`src/rtl/pipe_reg_chain.sv`:
```
// -----------------------------------------------------------------------------
// pipe_reg_chain -- elastic register pipeline of DEPTH stages.
//
// Each stage holds a valid bit and a WIDTH-bit payload. Readiness ripples
// backwards from out_ready through empty stages, so bubbles collapse: a stage
// loads whenever it is empty or the stage after it is moving.
//
// Ports
//   clk        : clock, all state updates on the rising edge
//   res        : synchronous active-high reset (clears valid and data)
//   en         : global enable; 0 freezes the whole chain
//   flush      : synchronous discard of every in-flight entry (data kept)
//   in_valid   : upstream presents in_data
//   in_data    : upstream payload
//   in_ready   : chain accepts in_data this cycle
//   out_valid  : out_data holds a valid entry
//   out_data   : payload of the last stage (always driven, even when invalid)
//   out_ready  : downstream accepts this cycle
//   count      : registered number of valid stages
//
// Priority of control: res > flush > en.
// -----------------------------------------------------------------------------

// One pipeline stage: valid/data register with reset > flush > load priority.
module pipe_reg_stage #(
  parameter int WIDTH = 8
) (
  input  logic             clk,
  input  logic             res_i,
  input  logic             flush_i,
  input  logic             load_i,
  input  logic             v_i,
  input  logic [WIDTH-1:0] d_i,
  output logic             v_d_o,
  output logic             v_q_o,
  output logic [WIDTH-1:0] d_q_o
);

  logic             v_q, v_d;
  logic [WIDTH-1:0] d_q, d_d;

  always_comb begin
    v_d = v_q;
    d_d = d_q;
    if (res_i) begin
      v_d = 1'b0;
      d_d = '0;
    end else if (flush_i) begin
      // flush drops the entry but leaves the payload register untouched
      v_d = 1'b0;
    end else if (load_i) begin
      v_d = v_i;
      d_d = d_i;
    end
  end

  always_ff @(posedge clk) begin
    if (res_i) begin
      v_q <= 1'b0;
      d_q <= '0;
    end else begin
      v_q <= v_d;
      d_q <= d_d;
    end
  end

  assign v_d_o = v_d;
  assign v_q_o = v_q;
  assign d_q_o = d_q;

endmodule

module pipe_reg_chain #(
  parameter int WIDTH = 8,
  parameter int DEPTH = 3
) (
  input  logic                       clk,
  input  logic                       res,
  input  logic                       en,
  input  logic                       flush,
  input  logic                       in_valid,
  input  logic [WIDTH-1:0]           in_data,
  output logic                       in_ready,
  output logic                       out_valid,
  output logic [WIDTH-1:0]           out_data,
  input  logic                       out_ready,
  output logic [$clog2(DEPTH+1)-1:0] count
);

  localparam int CW = $clog2(DEPTH+1);

  logic [DEPTH-1:0]            v_q;     // per-stage valid (registered)
  logic [DEPTH-1:0]            v_d;     // per-stage valid (next state)
  logic [DEPTH-1:0]            v_src;   // valid offered to each stage
  logic [DEPTH-1:0][WIDTH-1:0] d_q;     // per-stage payload
  logic [DEPTH-1:0][WIDTH-1:0] d_src;   // payload offered to each stage
  logic [DEPTH:0]              rdy;     // rdy[k]: stage k may load
  logic                        run;     // chain is allowed to move
  logic [CW-1:0]               count_q, count_d;

  assign run = en & ~flush & ~res;

  // Readiness ripples from the output back to the input; an empty stage is
  // always ready, which is what lets bubbles close up under backpressure.
  always_comb begin
    rdy        = '0;
    rdy[DEPTH] = out_ready;
    for (int k = DEPTH-1; k >= 0; k--)
      rdy[k] = ~v_q[k] | rdy[k+1];
  end

  assign in_ready  = rdy[0] & run;
  assign out_valid = v_q[DEPTH-1] & run;
  assign out_data  = d_q[DEPTH-1];

  // Source of each stage: upstream port for stage 0, predecessor otherwise.
  always_comb begin
    v_src    = '0;
    d_src    = '0;
    v_src[0] = in_valid & in_ready;
    d_src[0] = in_data;
    for (int k = 1; k < DEPTH; k++) begin
      v_src[k] = v_q[k-1];
      d_src[k] = d_q[k-1];
    end
  end

  for (genvar k = 0; k < DEPTH; k++) begin : g_stage
    pipe_reg_stage #(.WIDTH(WIDTH)) u_stage (
      .clk     (clk),
      .res_i   (res),
      .flush_i (flush),
      .load_i  (run & rdy[k]),
      .v_i     (v_src[k]),
      .d_i     (d_src[k]),
      .v_d_o   (v_d[k]),
      .v_q_o   (v_q[k]),
      .d_q_o   (d_q[k])
    );
  end

  // count is the popcount of the next valid vector, registered so it
  // always matches the stage valids after the last edge.
  always_comb begin
    count_d = '0;
    for (int k = 0; k < DEPTH; k++)
      count_d = count_d + CW'(v_d[k]);
  end

  always_ff @(posedge clk) begin
    if (res) count_q <= '0;
    else     count_q <= count_d;
  end

  assign count = count_q;

endmodule

```
`config.mk`:
```
export PLATFORM = sky130hd
export DESIGN_NAME = pipe_reg_chain
export DESIGN_NICKNAME = d
export VERILOG_FILES = /design/src/rtl/pipe_reg_chain.sv
export SDC_FILE = /design/constraint.sdc
export NUM_CORES = 1
export LEC_CHECK = 0
export ABC_AREA = 0
export BUFFER_PORTS_ARGS = -buffer_cell sky130_fd_sc_hd__buf_2
export CORE_ASPECT_RATIO = 0.8
export CORE_MARGIN = 2
export CORE_UTILIZATION = 50
export DETAILED_ROUTE_END_ITERATION = 8
export GPL_ROUTABILITY_DRIVEN = 0
export PLACE_DENSITY = 0.78
export SLEW_MARGIN = 15
export SYNTH_ARGS = -nofsm -noshare
export SYNTH_HDL_FRONTEND = slang
export SYNTH_SLANG_ARGS = --single-unit
```
`constraint.sdc`:
```
create_clock -name clk -period 2.9 [get_ports clk]
set_input_delay 0.29 -clock clk [delete_from_list [all_inputs] [get_ports clk]]
set_output_delay 0.29 -clock clk [all_outputs]
set_load 0.01 [all_outputs]
```
Word-level counts from Yosys, hierarchy flattened

Cells that the tools add are included.

Bits in registers: 29
Logic and storage cells: 36

Add/sub/neg operators: 2
Muxes and demuxes: 9
Bitwise operators: 15
Reduce and logical (&&, ||, !) cells: 3

Operators with widths:

| operator             | number |
|---|---|
| 2-to-1 mux 1 bit     | 9 |
| AND 1 bit            | 7 |
| AND reduction 2 bit  | 3 |
| inverter 1 bit       | 5 |
| OR 1 bit             | 3 |
| adder 1 x 1 -> 2 bit | 1 |
| adder 2 x 1 -> 2 bit | 1 |

Depth between registers and ports, before layout

Gate-level depths: netlist of run 1.

Depth in word-level cells: 11
Mapped depth: 7
Mapped depth without buffers: 5

By module

A second synthesis of run 1 with hierarchy kept.

Cell total of the unflattened synthesis: 131
Area, all modules: 1333.8 µm²

By module, submodules not included:

| module         | times used | cells an instance | area each (µm²) | seq. area each (µm²) |
|---|---|---|---|---|
| pipe_reg_stage | 3          | 39                | 399.1           | 180.2 |
| pipe_reg_chain | 1          | 14                | 136.4           | 40.0 |

Least setup slack after synthesis of run 1

OpenSTA, ideal clock, no wires.

Path kind: in2reg
Start: input flush
End: register count_q[0], in the netlist count[0]
Setup time: 0.123 ns
Arrival: 1.947 ns
Required time: 2.777 ns
Setup slack: 0.831 ns
Stages: 7
Path buffers: 2
Cell sequence: or3b_1 -> buf_2 -> a21o_1 -> buf_6 -> a32o_1 -> fa_1 -> nor2b_1

Longest elaborated chain between the ends: 10
Elaborated cells between the ends (all ways): 18

Ends and longest elaborated chain:

| item                               | RTL line | text |
|---|---|---|
| start, declared                    | 80       | `input logic flush,` |
| inverter 1 bit (no line)           | --       |  |
| AND 1 bit (2 in series)            | 101      | `assign run = en & ~flush & ~res;` |
| AND 1 bit                          | 112, 133 |  |
| AND 1 bit                          | 120      | `v_src[0] = in_valid & in_ready;` |
| 2-to-1 mux 1 bit                   | 51       | `end else if (load_i) begin` |
| 2-to-1 mux 1 bit (*)               | 48       | `end else if (flush_i) begin` |
| 2-to-1 mux 1 bit (*)               | 45       | `if (res_i) begin` |
| named net g_stage[0].u_stage.v_d_o | 34       | `output logic v_d_o,` |
| adder 1 x 1 -> 2 bit (*)           | 147      | `count_d = count_d + CW'(v_d[k]);` |
| adder 2 x 1 -> 2 bit (*)           | 147      |  |
| named net count_d[0]               | 99       | `logic [CW-1:0] count_q, count_d;` |
| end signal, assigned               | 152      | `else count_q <= count_d;` |
| end, declared                      | 99       |  |

The timed path passes the listed nets; every way through them passes the cells marked *.
A chain may end at the register's enable or synchronous reset.

Worst setup path in the final report of run 1

Start: register g_stage[2].u_stage.v_q
End: register count_q[0], in the netlist count[0]

Elaborated cells between the ends (all ways): 19

RTL lines:

| item                               | RTL line | text |
|---|---|---|
| start, declared                    | 39       | `logic v_q, v_d;` |
| start signal, assigned             | 62       | `v_q <= v_d;` |
| inverter 1 bit                     | 109      | `rdy[k] = ~v_q[k] \| rdy[k+1];` |
| OR 1 bit (2 in series)             | 109      |  |
| AND 1 bit                          | 133      | `.load_i (run & rdy[k]),` |
| 2-to-1 mux 1 bit                   | 51       |  |
| 2-to-1 mux 1 bit                   | 48       |  |
| 2-to-1 mux 1 bit                   | 45       |  |
| named net g_stage[1].u_stage.v_d_o | 34       |  |
| adder 1 x 1 -> 2 bit               | 147      |  |
| adder 2 x 1 -> 2 bit               | 147      |  |
| named net count_d[0]               | 99       |  |

The timed path passes the listed nets, and every way through them passes these cells.

==> results of run 1 <==
## placed cells by master, fill, tap and decap left out, types with 2 or more instances in the layout
master,n
buf_4,3
nand3_1,8
mux2_2,4
dfxtp_1,29
nor3_1,2
mux2i_1,8
o21ai_0,6
mux2_4,4
inv_1,5
o21ai_1,3
nand2_1,3
a21oi_1,8
a32o_1,2
clkbuf_4,5
a21boi_0,2
nor2b_1,11
buf_2,25
nand2b_1,9
clkbuf_1,3
## logic make-up after synthesis
logic type / Yosys count / share of synthesized area (%)
and+or+nand+nor: 37 / 16.9
DFF: 29 / 46.1
AOI/OAI and AO/OA: 24 / 11.4
buffers and inverters: 21 / 9.33
muxes: 16 / 14.7
adders and majority gates: 1 / 1.59
## metal layers
layer / track usage (%) / vias to the layer above
met3: 9.02 / 7
li1: - / 465
met5: 0 / -
met2: 23.9 / 23
met4: 9.63 / 0
met1: 23.1 / 429
## through the flow
step                      hold WS [ns]  cells  power, mW  setup WS, ns
after global routing             0.171    184      0.722         0.658
after floorplan                  0.369    128      0.453         0.831
after CTS                        0.176    184      0.693         0.903
final                            0.186    184      0.687         0.885
after global placement           0.455    176      0.469         0.777
after detailed placement         0.463    176      0.472         0.746
## layout make-up
class                      count  area share (%)
clock buffer                   8            3.48
tap                           36            3.21
multi-input combinational     78            40.1
timing repair buffer          28            10.5
inverter                       5            1.34
sequential                    29            41.4
## power groups by stage
stage / sequential [mW] / combinational [mW] / clock (mW)
after CTS: 0.412 / 0.0508 / 0.230
final: 0.412 / 0.0503 / 0.225
after detailed placement: 0.421 / 0.0506 / 0
after global routing: 0.413 / 0.0561 / 0.253
after global placement: 0.421 / 0.0486 / 0
after floorplan: 0.420 / 0.0335 / 0
## flip-flops by register name, indices dropped and copies added, names as in the netlist
| name | count |
|---|---|
| g_stage.u_stage.v_q_o | 3 |
| g_stage.u_stage.d_q_o | 24 |
| count | 2 |
## critical path: stages (launching register included)
cell,delay [ns]
dfxtp_1,0.39
nor2b_1,0.51
o21ai_1,0.16
a21boi_0,0.28
fa_1,0.44
nor2b_1,0.13
## how the worst max path moves through the flow
stage | cells after the start | slack (ns) | end | start
after floorplan | 7 | 0.83 | count[0] | flush
after global placement | 6 | 0.78 | count[0] | flush
after detailed placement | 6 | 0.75 | count[0] | flush
after CTS | 4 | 0.90 | in_ready | g_stage[2].u_stage.v_q_o
after global routing | 5 | 0.66 | count[0] | g_stage[2].u_stage.v_q_o
final | 5 | 0.89 | count[0] | g_stage[2].u_stage.v_q_o
==> impl_metrics.toml, run 1 <==
[timing]
finalCriticalPeriod_ns = 2.01
hold_viol_final = 0
report.final.slew_viol_count = 0
period_share_pct = 69.5
fin_tns_setup_ns = 0
rsz0062_at_grt = "no"
worst_slew_pin_slew_ns = 0.573
fin_skew_ns = 0.00316
finalSetupViolCount = 0
slew_headroom_pct = 61.7
max_freq_ghz = 0.496

[clocking]
clkTransAtPathRegs_ns = 0.08
cts_tree = "yes"
cts_resized = 0
cts.hold.buffers_added = 0
htreeDepth = 2
clockBufferDepth = 2
clkLatencyLatePin_ns = 0.32
clkSinkCount = 29
clock_tree.root_cell = "clkbuf_4"
postCtsSetupRepairBufs = 0
numCtsBuffers = 5

[worst_setup_path]
critPathLaunchType = "flop"
worstPathArrival_ns = 2.23
criticalPathCategory = "reg -> reg"
reg2reg_to = "count[0]"
r2r_slack_ns = 0.89
rr_startpoint = "g_stage[2].u_stage.v_q_o"
critPathCaptureType = "flop"
worstPathRequired_ns = 3.11
r2r_cells = 5
path_max_fanout = 10

[worst_hold_path]
worstHoldStart = "in_data[2]"
whs_path_depth = 2
hold_end = "g_stage[0].u_stage.d_q_o[2]"
hp-class = "in -> reg"

[synth]
synth_edf_count = 0
yosysMostFrequentCell = "dfxtp_1"
synthTopCellsByArea = "dfxtp_1 46%, mux2i_1 6.4%, nor2b_1 5.5%"
avgSynthCellArea_um2 = 9.84
netlist_area_um2 = 1260
yosys.cell_types.count = 27
synthCells = 128
synth_top_area_share_pct = 46.1
ys_seq_elements = 29
ys.flop_type = "dfxtp_1"
synthArstFlopShare_pct = 0
ys.warnings.count = 0
yosys.area.top_type = "dfxtp_1"
syn-num-nets = 143
synth_commonest_cells = "29 x dfxtp_1, 11 x nor2b_1, 9 x nand2b_1"
ys_seq_area_share_pct = 46.1

[drt]
drc = 0
met2WireLength_um = 1040
wl_um = 2290
route.met3.wl_um = 127
drtIter0Drc = 39
routed.top_layer = "met4"
antenna_left = 0
met1Wirelength_um = 1070
vias = 924
detail_route.vias_per_cell = 5.02
wire_per_inst_um = 12.4
drtPass1Iterations = 4

[placed_design]
post_dp_cell_area_um2 = 1350
io_buffers = 25

[die]
core_um2 = 2420
die-area_um2 = 2940
io_pins = 26
placement_rows = 16
fp.dieH_um = 48.9
start_util_pct = 52.0
die_x_um = 60.1

[grt]
first_global_vias = 851
grt_first_pass_wirelength_um = 3750
antenna_found_initial = 0
grt_start_max_net_pins = 31
grt-ovfl-total = 0
grtUsageTotal_pct = 17.9

[finish]
drive_above_1_share_pct = 28.4
multi_input_area_um2 = 562
regArea_um2 = 581
synthToLayoutAreaGrowth_pct = 11.3
nNetsFinal = 162
design_area_um2 = 1400
utilization_pct = 57.9
insertedDiodeCount = 0
final.fill_count = 227

[power_and_ir_drop]
cellLeakagePower_nw = 0.645
p_sw_share_pct = 23.0
powerDensity_nw_per_um2 = 490
pwr-share-seq_pct = 59.9
irDropWorstVdd_v = 0.000337
clockPowerShare_pct = 32.8
combPwrFrac_pct = 7.3
switchingPower_mw = 0.158
intPower_mw = 0.529

[run]
cap_violations = 0

[status]
outcome = "finished clean"
(Power assumes the default switching activity.)
==> inputs of run 2 (changes only) <==
- CORE_UTILIZATION: 50 -> 47
- PLACE_DENSITY: 0.78 -> 0.77
- clock period: 2.9 -> 1.7 ns (I/O delays scaled with it)
==> run 2 against run 1 <==
  * Power up 67%
  * Combinational power up 82%
  * Clock power up 57%
  * Worst setup slack worse by 0.77 ns
  * First-iteration DRC count down 46%
==> impl_metrics.toml, run 2 (synthesized netlist as in run 1, its figures left out) <==
[clocking]
cts.hold.buffers_added = 0
htreeDepth = 2
cts_tree = "yes"
clock_tree.root_cell = "clkbuf_4"
clkSinkCount = 29
numCtsBuffers = 5
clkLatencyLatePin_ns = 0.31
postCtsSetupRepairBufs = 0
clkTransAtPathRegs_ns = 0.08
clockBufferDepth = 2

[worst_setup_path]
slowest_stage = "fa_1"
reg2reg_to = "count[0]"
critPathLaunchType = "flop"
r2r_slack_ns = 0.12
path_max_fanout = 3
r2r_cells = 5
worst_path_largest_cell_delay_ns = 0.44
path_cells = "nor2b_1 -> o21ai_1 -> a21boi_1 -> fa_1 -> nor2b_1"
worstPathRequired_ns = 1.90
worstPathArrival_ns = 1.78
cpMostUsedCell = "nor2b_1"
rr_startpoint = "g_stage[2].u_stage.v_q_o"
criticalPathCategory = "reg -> reg"
critPathCaptureType = "flop"

[worst_hold_path]
hp-class = "in -> reg"
worstHoldStart = "in_data[1]"
hold_end = "g_stage[0].u_stage.d_q_o[1]"
whs_path_depth = 2

[drt]
detail_route.vias_per_cell = 4.90
vias = 921
antenna_left = 0
drc = 0
wire_per_inst_um = 12.0
wl_um = 2260
drtIter0Drc = 21
drtPass1Iterations = 4

[finish]
synthToLayoutAreaGrowth_pct = 15.1
layout.cells.non_filler = 188
largest_reg_flops = 24
insertedDiodeCount = 0
drive_above_1_share_pct = 32.9
layout_commonest_cell = "dfxtp_1"
most-common-layout-cells = "29 x dfxtp_1, 25 x buf_2, 11 x nor2b_1"
nNetsFinal = 168

[die]
core_um2 = 2500
io_pins = 26
die-area_um2 = 3110
die_x_um = 61.9
placement_rows = 16
start_util_pct = 50.3
fp.dieH_um = 50.3

[grt]
grtUsageTotal_pct = 17.3
grt_start_max_net_pins = 31
grt_first_pass_wirelength_um = 3750
antenna_found_initial = 0
first_global_vias = 890
grt-ovfl-total = 0

[timing]
fin_skew_ns = 0.00185
hold_viol_final = 0
slew_headroom_pct = 76.2
worst_slew_pin_slew_ns = 0.356
fin_tns_setup_ns = 0
period_share_pct = 93.2
max_freq_ghz = 0.631
report.final.slew_viol_count = 0
finalCriticalPeriod_ns = 1.58
finalSetupViolCount = 0
rsz0062_at_grt = "no"

[placed_design]
dp_cells = 182
detailed_place_hpwl_um = 1670
io_buffers = 25

[status]
outcome = "finished clean"

[power_and_ir_drop]
irDropWorstVdd_v = 0.000411
powerDensity_nw_per_um2 = 792
cellLeakagePower_nw = 0.682
p_total_mw = 1.15

[run]
cap_violations = 0
[run 2: report_power, final]
group          leakage (nW)  total (mW)  switching, mW  internal (mW)
registers             0.235       0.702        0.00728          0.695
clock network        0.0269       0.354          0.211          0.143
logic                 0.420      0.0915         0.0435         0.0481
[run 2: worst max path at each step]
| stage | from | to | cells past startpoint | slack [ns] |
|---|---|---|---|---|
| floorplan | res | count[0] | 7 | -0.18 |
| global route | g_stage[0].u_stage.v_q_o | in_ready | 4 | 0.005 |
| CTS | g_stage[2].u_stage.v_q_o | count[0] | 5 | 0.04 |
| global placement | res | count[0] | 6 | -0.06 |
| finish | g_stage[2].u_stage.v_q_o | count[0] | 5 | 0.12 |
| detailed placement | res | count[0] | 6 | -0.09 |
[run 2: what timing repair did]
action / in CTS / in global routing
endpoints found under the setup margin: 1 / 2
pin swaps: 0 / 1
resized for setup: 1 / 1
cloned: 0 / 0
[run 2: final cells by class]
cell class	instances	area, um2
fill	245	1050
tap	36	45.0
sequential	29	581
clock inverter	1	5.00
inverter	5	18.8
clock buffer	5	37.5
multi-input combinational	78	571
timing repair buffer	34	193
[run 2: per-layer routing]
metal,GRT usage [%],routed length (um),up-vias
met5,0,0,-
met4,8.51,26,0
met3,6.96,143,3
met2,26.1,1040,29
met1,21.1,1050,414
li1,-,-,475
[run 2: per-stage QoR]
stage	instance area, um2	util [%]	hold WS [ns]	worst slack (ns)
global placement	1400	56.0	0.395	-0.0596
global route	1450	58.0	0.0568	0.00531
finish	1450	58.0	0.0790	0.115
detailed placement	1400	56.0	0.402	-0.0899
CTS	1450	58.0	0.0614	0.0413
floorplan	1270	-	0.249	-0.176
[run 2: critical path: cells and delay by family (launching register included)]
family,cells,cell delay [ns]
fa+ha+maj,1,0.44
simple gates,2,0.35
flops,1,0.34
compound gates,2,0.33
==> inputs of run 3 (changes only) <==
- CORE_UTILIZATION: 47 -> 50
- PLACE_DENSITY: 0.77 -> 0.78
- clock period: 1.7 -> 1.9 ns (I/O delays scaled with it)
==> run 3 against run 2 <==
  * Flip-flop and latch count is the same
  * Sequential share of layout area grew 0.49 points
  * Clock skew grew 0.0037 ns
  * Global-route usage shrank 0.72 points
  * Register-to-register slack gained 0.12 ns
  * Clock power grew 2%
  * Via count shrank 3.8%
  * Worst hold slack gained 0.020 ns
  * Critical endpoint is now in_ready
  * Largest cell class unchanged
  * Highest routed layer unchanged
==> impl_metrics.toml, run 3 (synthesized netlist as in run 1, its figures left out) <==
[clocking]
htreeDepth = 2
cts_tree = "yes"
clockBufferDepth = 2
postCtsSetupRepairBufs = 0
numCtsBuffers = 5
clkLatencyLatePin_ns = 0.31
clkTransAtPathRegs_ns = 0.08
clock_tree.root_cell = "clkbuf_4"
clkSinkCount = 29
cts.hold.buffers_added = 0

[status]
outcome = "finished clean"

[worst_setup_path]
worstPathRequired_ns = 1.71
critPathCaptureType = "primary output"
startpoint = "g_stage[2].u_stage.v_q_o"
crit_path_end = "in_ready"
path_max_fanout = 9
r2r_cells = 5
worstPathArrival_ns = 1.52
rr_startpoint = "g_stage[2].u_stage.v_q_o"
r2r_slack_ns = 0.24
critPathLaunchType = "flop"
criticalPathCategory = "reg -> out"
reg2reg_to = "count[0]"

[finish]
nNetsFinal = 164
final.fill_count = 218
multi_input_area_um2 = 571
most-common-layout-cells = "29 x dfxtp_1, 25 x buf_2, 11 x nor2b_1"
design_area_um2 = 1430
insertedDiodeCount = 0
largest_reg_flops = 24
layout_commonest_cell = "dfxtp_1"
synthToLayoutAreaGrowth_pct = 13.7
regArea_um2 = 581
drive_above_1_share_pct = 30.9

[die]
placement_rows = 16
die_x_um = 60.1
core_um2 = 2420
io_pins = 26
fp.dieH_um = 48.9
die-area_um2 = 2940
start_util_pct = 52.0

[drt]
detail_route.vias_per_cell = 4.79
drc = 0
wl_um = 2100
met2WireLength_um = 941
met1Wirelength_um = 1030
antenna_left = 0
wire_per_inst_um = 11.3
drtPass1Iterations = 4
drtIter0Drc = 37
routed.top_layer = "met4"
route.met3.wl_um = 106
vias = 886

[placed_design]
io_buffers = 25
detailed_place_hpwl_um = 1550
post_dp_cell_area_um2 = 1370

[worst_hold_path]
whs_path_depth = 2
hp-class = "in -> reg"

[timing]
report.final.slew_viol_count = 0
fin_tns_setup_ns = 0
max_freq_ghz = 0.586
fin_skew_ns = 0.00557
finalSetupViolCount = 0
slew_headroom_pct = 76.2
rsz0062_at_grt = "no"
worst_slew_pin_slew_ns = 0.355
hold_viol_final = 0
period_share_pct = 89.9
finalCriticalPeriod_ns = 1.71

[grt]
grt-ovfl-total = 0
grtUsageTotal_pct = 16.6
first_global_vias = 848
grt_start_max_net_pins = 31
antenna_found_initial = 0
grt_first_pass_wirelength_um = 3580

[power_and_ir_drop]
powerDensity_nw_per_um2 = 746
irDropWorstVdd_v = 0.000438
cellLeakagePower_nw = 0.667

[run]
cap_violations = 0
==> run 3: changes by cell type in the layout (fill, tap and decap cells not counted) <==
cell | before | now
clkbuf_1 | 0 | 1
buf_4 | 9 | 5
clkbuf_8 | 0 | 1
a21boi_1 | 1 | 0
a21boi_0 | 1 | 2
clkinv_2 | 1 | 0
==> run 3: cell type report <==
class / count / area share, %
clock buffer: 7 / 3.84
tap: 36 / 3.14
multi-input combinational: 78 / 39.8
timing repair buffer: 30 / 11.4
sequential: 29 / 40.5
inverter: 5 / 1.31
==> run 3: stage by stage <==
stage               utilization (%)  power [mW]  instances  setup slack, ns  hold WS [ns]
finish                         59.1        1.07        185            0.193        0.0987
global route                   59.1        1.13        185           0.0729        0.0710
CTS                            58.8        1.08        185           0.0613        0.0885
detailed placement             56.6       0.721        178           0.0361         0.423
global placement               56.6       0.717        178            0.117         0.415
floorplan                         -       0.693        128          0.00387         0.269
==> run 3: per-layer routing <==
layer / up-vias / GRT usage, %
met5: - / 0
met4: 0 / 6.67
met3: 2 / 7.96
met2: 24 / 24.6
met1: 390 / 20.5
li1: 470 / -
==> run 3: how the worst min path moves through the flow <==
stage,from,to,slack [ns]
floorplan,flush,g_stage[2].u_stage.v_q_o,0.27
CTS,flush,g_stage[2].u_stage.v_q_o,0.09
finish,in_data[7],g_stage[0].u_stage.d_q_o[7],0.1
global route,in_data[1],g_stage[0].u_stage.d_q_o[1],0.07
detailed placement,in_data[7],g_stage[0].u_stage.d_q_o[7],0.42
global placement,in_data[0],g_stage[0].u_stage.d_q_o[0],0.42
==> run 3: repair_timing <==
action / in CTS / in global routing
setup endpoints to repair: 0 / 1
resized for setup: 0 / 1
hold endpoints to repair: 0 / 0
==> run 3: critical path: stages (launching register included) <==
cell	delay, ns
dfxtp_1	0.37
nand2b_1	0.22
o21ai_4	0.40
inv_1	0.07
buf_2	0.14
==> run 3: where the power goes <==
group | leakage [nW] | switching, mW | total (mW) | internal [mW]
clock | 0.0314 | 0.188 | 0.362 | 0.174
combinational | 0.400 | 0.0380 | 0.0782 | 0.0402
sequential | 0.235 | 0.00646 | 0.628 | 0.622
total | 0.667 | 0.232 | 1.07 | 0.837
